--- config.mk ---
export PLATFORM = sky130hd
export DESIGN_NAME = mem_access_unit
export DESIGN_NICKNAME = d
export VERILOG_FILES = /design/src/rtl/mem_access_unit.sv
export SDC_FILE = /design/constraint.sdc
export NUM_CORES = 1
export LEC_CHECK = 0
export ABC_CLOCK_PERIOD_IN_PS = 5600
export CORE_ASPECT_RATIO = 1.25
export CORE_MARGIN = 4
export CORE_UTILIZATION = 44
export DETAILED_ROUTE_END_ITERATION = 8
export PLACE_DENSITY = 0.85
export SETUP_SLACK_MARGIN = 0.15
export SLEW_MARGIN = 20
export SYNTH_ARGS = -nofsm -noshare
export SYNTH_HDL_FRONTEND = slang
export SYNTH_SLANG_ARGS = --single-unit
--- constraint.sdc ---
create_clock -name clk -period 5.6 [get_ports clk]
set_input_delay 1.4 -clock clk [delete_from_list [all_inputs] [get_ports clk]]
set_output_delay 1.4 -clock clk [all_outputs]
set_load 0.005 [all_outputs]
--- src/rtl/mem_access_unit.sv ---
// mem_access_unit: single-port data memory access FSM for the MEM stage.
// Issues one request per load/store. It stalls the pipeline until the memory
// acknowledges or the wait times out. Misaligned addresses never reach memory.
//
// Ports:
//   clk, reset          rising-edge clock, async active-high reset
//   aluResultIN         byte address from EX/MEM
//   writeDataIN         store data from EX/MEM
//   MemWriteIN          store request from EX/MEM
//   ResultSrcIN         2'b01 marks a load
//   memReq/memWe        memory request strobe and write enable (registered)
//   memAddr/memWdata    request address and store data (registered)
//   memAck/memRdata     memory completion and load data
//   readDataOUT         last load result, to MEM/WB (registered)
//   stallM              combinational freeze of EX/MEM and upstream
//   busErr/alignErr     sticky timeout and misalignment flags (reset-only clear)
module mem_access_unit #(
  parameter int unsigned TIMEOUT = 16
) (
  input  logic        clk,
  input  logic        reset,
  input  logic [31:0] aluResultIN,
  input  logic [31:0] writeDataIN,
  input  logic        MemWriteIN,
  input  logic [1:0]  ResultSrcIN,
  output logic        memReq,
  output logic        memWe,
  output logic [31:0] memAddr,
  output logic [31:0] memWdata,
  input  logic        memAck,
  input  logic [31:0] memRdata,
  output logic [31:0] readDataOUT,
  output logic        stallM,
  output logic        busErr,
  output logic        alignErr
);

  localparam logic [7:0] L_WAIT_LAST = 8'(TIMEOUT - 1);

  typedef enum logic [1:0] {
    IDLE = 2'd0,
    BUSY = 2'd1,
    DONE = 2'd2
  } state_t;

  state_t      r_state;
  logic        r_memReq;
  logic        r_memWe;
  logic [31:0] r_memAddr;
  logic [31:0] r_memWdata;
  logic [31:0] r_readData;
  logic [7:0]  r_waitCnt;
  logic        r_busErr;
  logic        r_alignErr;

  logic w_access;
  logic w_aligned;

  assign w_access  = MemWriteIN | (ResultSrcIN == 2'b01);
  assign w_aligned = (aluResultIN[1:0] == 2'b00);

  // Stall is held low during reset so the pipeline is never frozen by stale inputs.
  assign stallM = ~reset & (((r_state == IDLE) & w_access) | (r_state == BUSY));

  // Access FSM with registered memory-side outputs.
  always_ff @(posedge clk or posedge reset) begin
    if (reset) begin
      r_state    <= IDLE;
      r_memReq   <= 1'b0;
      r_memWe    <= 1'b0;
      r_memAddr  <= 32'h0;
      r_memWdata <= 32'h0;
      r_readData <= 32'h0;
      r_waitCnt  <= 8'h0;
      r_busErr   <= 1'b0;
      r_alignErr <= 1'b0;
    end else begin
      case (r_state)
        IDLE: begin
          if (w_access) begin
            if (w_aligned) begin
              r_state    <= BUSY;
              r_memReq   <= 1'b1;
              r_memWe    <= MemWriteIN;
              r_memAddr  <= aluResultIN;
              r_memWdata <= writeDataIN;
              r_waitCnt  <= 8'h0;
            end else begin
              r_state    <= DONE;
              r_alignErr <= 1'b1;
            end
          end
        end
        BUSY: begin
          // Ack takes priority over the timeout on the same cycle.
          if (memAck) begin
            r_state  <= DONE;
            r_memReq <= 1'b0;
            if (!r_memWe) begin
              r_readData <= memRdata;
            end
          end else if (r_waitCnt == L_WAIT_LAST) begin
            r_state  <= DONE;
            r_memReq <= 1'b0;
            r_busErr <= 1'b1;
            if (!r_memWe) begin
              r_readData <= 32'h0;
            end
          end else begin
            r_waitCnt <= r_waitCnt + 8'd1;
          end
        end
        DONE: begin
          r_state <= IDLE;
        end
        default: begin
          r_state  <= IDLE;
          r_memReq <= 1'b0;
        end
      endcase
    end
  end

  assign memReq      = r_memReq;
  assign memWe       = r_memWe;
  assign memAddr     = r_memAddr;
  assign memWdata    = r_memWdata;
  assign readDataOUT = r_readData;
  assign busErr      = r_busErr;
  assign alignErr    = r_alignErr;

endmodule

# Yosys cells after proc, flatten, opt, wreduce, memory -nomap -nowiden
# Cells that the tools add are included.
# totals
word_cells	58
ram_bits	0
output_inout_bits	101
latchBits	0
ff_bits	110
mem_count	0
rom_bits	0
in_bits	102
# op_classes
mux	19
reduce_logical	11
shifts	0
div	0
n_bitwise	9
mul	0
n_eq_ne	9
addsub	1
n_lt_le_gt_ge	0
# op_table
cell	n
two-way mux 32 bit	4
two-way mux 8 bit	4
case mux 8 bit (2 select lines)	1
AND reduction 3 bit	4
adder 8 x 1 -> 8 bit, second input constant	1
== test 8 x 4 -> 1 bit, second input constant	1
two-way mux 2 bit	4
!= test 2 bit, second input constant	4
inverter 1 bit	5
AND reduction 5 bit	1
== test 2 x 1 -> 1 bit, second input constant	2
logical NOT 2 bit	2
two-way mux 1 bit	4
case mux 2 bit (2 select lines)	1
AND reduction 4 bit	1
nonzero test 2 bit	2
!= test 3 x 2 -> 1 bit, second input constant	1
case mux 1 bit (3 select lines)	1
AND 1 bit	2
== test 2 bit, second input constant	1
bitwise OR 1 bit	2
AND reduction 2 bit	1

# Longest topological paths before layout
# logic_depth
word_depth	5
depth_mapped	7
depth_no_buf	5

# Worst setup path after synthesis
# Ideal clock, no wire load.
# synth_path
path_type	input -> output
from	input port ResultSrcIN[0]
to	output port stallM
t_required_ns	4.200
stages	4
setup_slack_ns	2.250
n_path_buf	0
arrival_time_ns	1.950
cell_sequence	nor2b_1 -> or2_2 -> nor2_1 -> nor3_1
# synth_via
elab_chain_cells	5
# synth_lines
item	line	text
start, declared	25	input logic [1:0] ResultSrcIN,
== test 2 x 1 -> 1 bit	59	assign w_access = MemWriteIN | (ResultSrcIN == 2'b01);
bitwise OR 1 bit	59	
AND 1 bit	63	assign stallM = ~reset & (((r_state == IDLE) & w_access) | (r_state == BUSY));
bitwise OR 1 bit	63	
AND 1 bit	63	
end, declared	33	output logic stallM,
# No other way between the ends.

# Final worst setup path
# Same ends and word-level chain as after synthesis.

==> metrics.md <==
| Metric | Value |
|---|---|
| Final Net Count | `585` |
| Vias post-DR | `3,155` |
| Register area share after synthesis | `around two thirds` |
| Largest stage delay, worst path | `between 0.5 and 0.6 ns` |
| Clock Latency Late Sink | `between 0.3 and 0.4 ns` |
| Core area | `around 9000 um^2` |
| Die area | `around 11,000 um^2` |
| Synth top cells by count | `dfrtp_1 (110), mux2_1 (52), a22o_1 (34)` |
| Final hold viol count | `0` |
| Fin Clk Skew | `0.00769 ns` |
| Final WL | `11,300 um` |
| R2R Path Start | `r_state[0]` |
| Hold Crit Depth | `1` |
| Sw Pwr | `748 uW` |
| Seq pwr share | `42.7%` |
| EDFF count, synth | `0` |
| Slew HR | `39.1%` |
| Crit. End Element | `output port` |
| Post-synth cell types | `40` |
| WP depth | `6` |
| Arrival time worst endpoint | `3.05 ns` |
| Worst-path cell chain | `clkdlybuf4s50_1, nor2b_1, or2_2, nor2_1, nor3_1, clkdlybuf4s50_1` |
| Count of state elements after synthesis | `110` |
| CP Data Required Time | `4.20 ns` |
| Synthesis warning total | `0` |
| Minimum clock period | `4.45 ns` |
| Top cell type's share of synthesized area | `65.1%` |
| Buffer and inverter count on the worst path | `2` |
| TritonCTS buffer count | `9` |
| CTS tree | `built` |
| Crit path capture | `stallM` |
| Clk slew on worst S/H paths | `0.06 ns` |
| Final setup viols | `0` |
| Antenna Violating Nets Remaining | `0` |
| Row count | `39` |
| Layout area overhead | `57.4%` |
| Share of layout cells above drive strength 1 | `under 10%` |
| Post_cts resized | `0` |
| DP Worst Slack | `1.11 ns` |
| Die Span Y | `118 um` |
| Synthesized area | `about 4200 um^2` |
| Setup bufs post-CTS | `0` |
| Crit path from | `ResultSrcIN[0]` |
| Unrepaired setup endpoints after global routing | `no` |
| DRC violations left | `0` |
| Post-synth top flop | `dfrtp_1` |
| First DRT Iteration DRCs | `123` |
| Pint | `about 2.2 mW` |
| Leak pwr | `2.82 nW` |
| Fill count | `around 650` |
| Crit Path Category | `in -> out` |
| Placed insts | `594` |
| CP dominant cell by count | `clkdlybuf4s50_1` |
| Most common cell in the netlist | `dfrtp_1` |
| Clock power frac | `21.9%` |
| Via density | `5.17` |
| PwrDens | `438 nW/um^2` |
| ANT cells | `0` |
| Reg2reg setup slack | `3.44 ns` |
| Max VDD drop | `0.000266 V` |
| Largest net degree at the start of global routing | `85` |
| Area contributors post-synth | `dfrtp_1 (65%), mux2_1 (14%), a22o_1 (7.0%)` |
| Status | `completed` |
| Fin crit share | `79.4%` |
| Synth area leader | `dfrtp_1` |
| Syn_nets | `384` |
| Number of global-route vias before repair | `about 3,300` |
| Slew Viols, Final | `0` |
| Worst Setup Start Kind | `input port` |
| Ys async rst share | `100%` |
| Synthesized area per cell | `15.1 um^2` |
| Clk sinks | `110` |
| First-pass DRT Iterations | `4` |
| Clock Tree Buf Depth | `2` |
| Wire per inst | `18.5 um` |
| Initial antenna violation count | `0` |
| First-pass GRT wire length | `17,200 um` |
| Crit Path Max Fanout | `4` |
| Non-Filler Instances | `610` |
| Worst slack on hold paths | `0.474 ns` |
| Hold WC Path Type | `reg -> reg` |
| Fin util | `71.8%` |
| I/O pin cnt | `203` |
| Hold Buf Count CTS | `0` |
| Sw frac | `25.7%` |
| Delay-heaviest family, CP | `buffers and inverters` |
| GRT Total Usage | `roughly a fifth` |
| Fin Setup TNS | `0 ns` |
| Initial Utilization | `between 40% and 50%` |
| PortBufs | `202` |
| HPWL after DPL | `roughly 8400 um` |
| CTS H-tree depth | `3` |
| Chip width | `around 96 um` |
| Number of max-cap violations | `0` |
| Total grt overflow | `0` |
| Reg2Reg Depth | `4` |
| Worst setup margin | `1.15 ns` |
| Area occupied by multi-input gates | `1390 um^2` |
| Reg2reg end | `memWdata[27]` |
| Synthesized instance count | `about 280` |
| Worst-margin pin slew | `0.909 ns` |
| Slowest-stage cell, CP | `clkdlybuf4s50_1` |
| Combinational power share | `a little over a third` |
| Reg area | `2750 um^2` |
| Gpl congestion | `0.830` |
| Max Clock Freq | `about 220 MHz` |
| Clock Root Buffer | `clkbuf_16` |
==> power groups by stage <==
stage | registers, mW | clock network [mW] | logic (mW)
detailed placement | 1.26 | 0 | 1.05
global placement | 1.24 | 0 | 1.02
floorplan | 1.27 | 0 | 0.281
global route | 1.28 | 0.688 | 1.11
finish | 1.25 | 0.637 | 1.03
CTS | 1.25 | 0.649 | 1.05
==> placed cells by master (no fill, tap or decap), drive strengths merged, types with 4 or more instances in the layout <==
cell type / count
nor3: 5
mux2: 62
clkdlybuf4s50: 202
o21ai: 6
dfrtp: 110
nand2: 9
nor2: 5
buf: 4
a22o: 34
clkbuf: 11
==> registers in the layout, summed over array words and instances (netlist names) <==
name / flops
memReq: 1
readDataOUT: 32
memWe: 1
r_state: 2
r_waitCnt: 8
memAddr: 32
memWdata: 32
alignErr: 1
busErr: 1
==> worst reg2reg max path, cell delays in order (launching register included) <==
cell and delay, ns:
dfrtp_1 0.47, nor4_2 0.47, o21ai_4 0.35, buf_4 0.37
mux2_1 0.38
==> cells by family (layout without fill, tap and decap cells) <==
kind of cell	Yosys count	in the layout	share of synthesized area (%)
DFF	110	110	65.1
AOI/OAI and AO/OA	51	51	10.0
buffers and inverters	18	224	2.45
adders and majority gates	1	1	0.296
and+or+nand+nor	36	36	4.97
muxes	65	65	17.2
==> how the worst min path moves through the flow <==
stage	slack, ns	to	start
CTS	0.49	alignErr	alignErr
finish	0.47	alignErr	alignErr
detailed placement	0.47	alignErr	alignErr
global route	0.50	memAddr[1]	memAddr[1]
global placement	0.46	busErr	busErr
floorplan	0.45	r_waitCnt[7]	r_waitCnt[7]
==> per-layer routing <==
metal	GRT usage (%)	routed length, um	up-vias
li1	-	-	1427
met1	22.1	4020	1566
met2	34.4	5790	138
met3	7.35	1090	24
met4	8.36	361	0
met5	0	0	-
==> per-stage QoR <==
step           power, mW  instance area (um^2)
2_1_floorplan       1.55                  4230
3_3_place_gp        2.26                  6350
3_5_place_dp        2.31                  6350
4_1_cts             2.95                  6660
5_1_grt             3.07                  6660
6_report            2.91                  6660
==> layout make-up <==
class / instances / share of cell area, %
Clock buffer: 11 / 3.65
Clock inverter: 5 / 0.883
Inverter: 2 / 0.188
Multi-Input combinational cell: 153 / 20.8
Sequential cell: 110 / 41.3
Tap cell: 123 / 2.31
Timing Repair Buffer: 206 / 30.8
(Power assumes the default switching activity.)
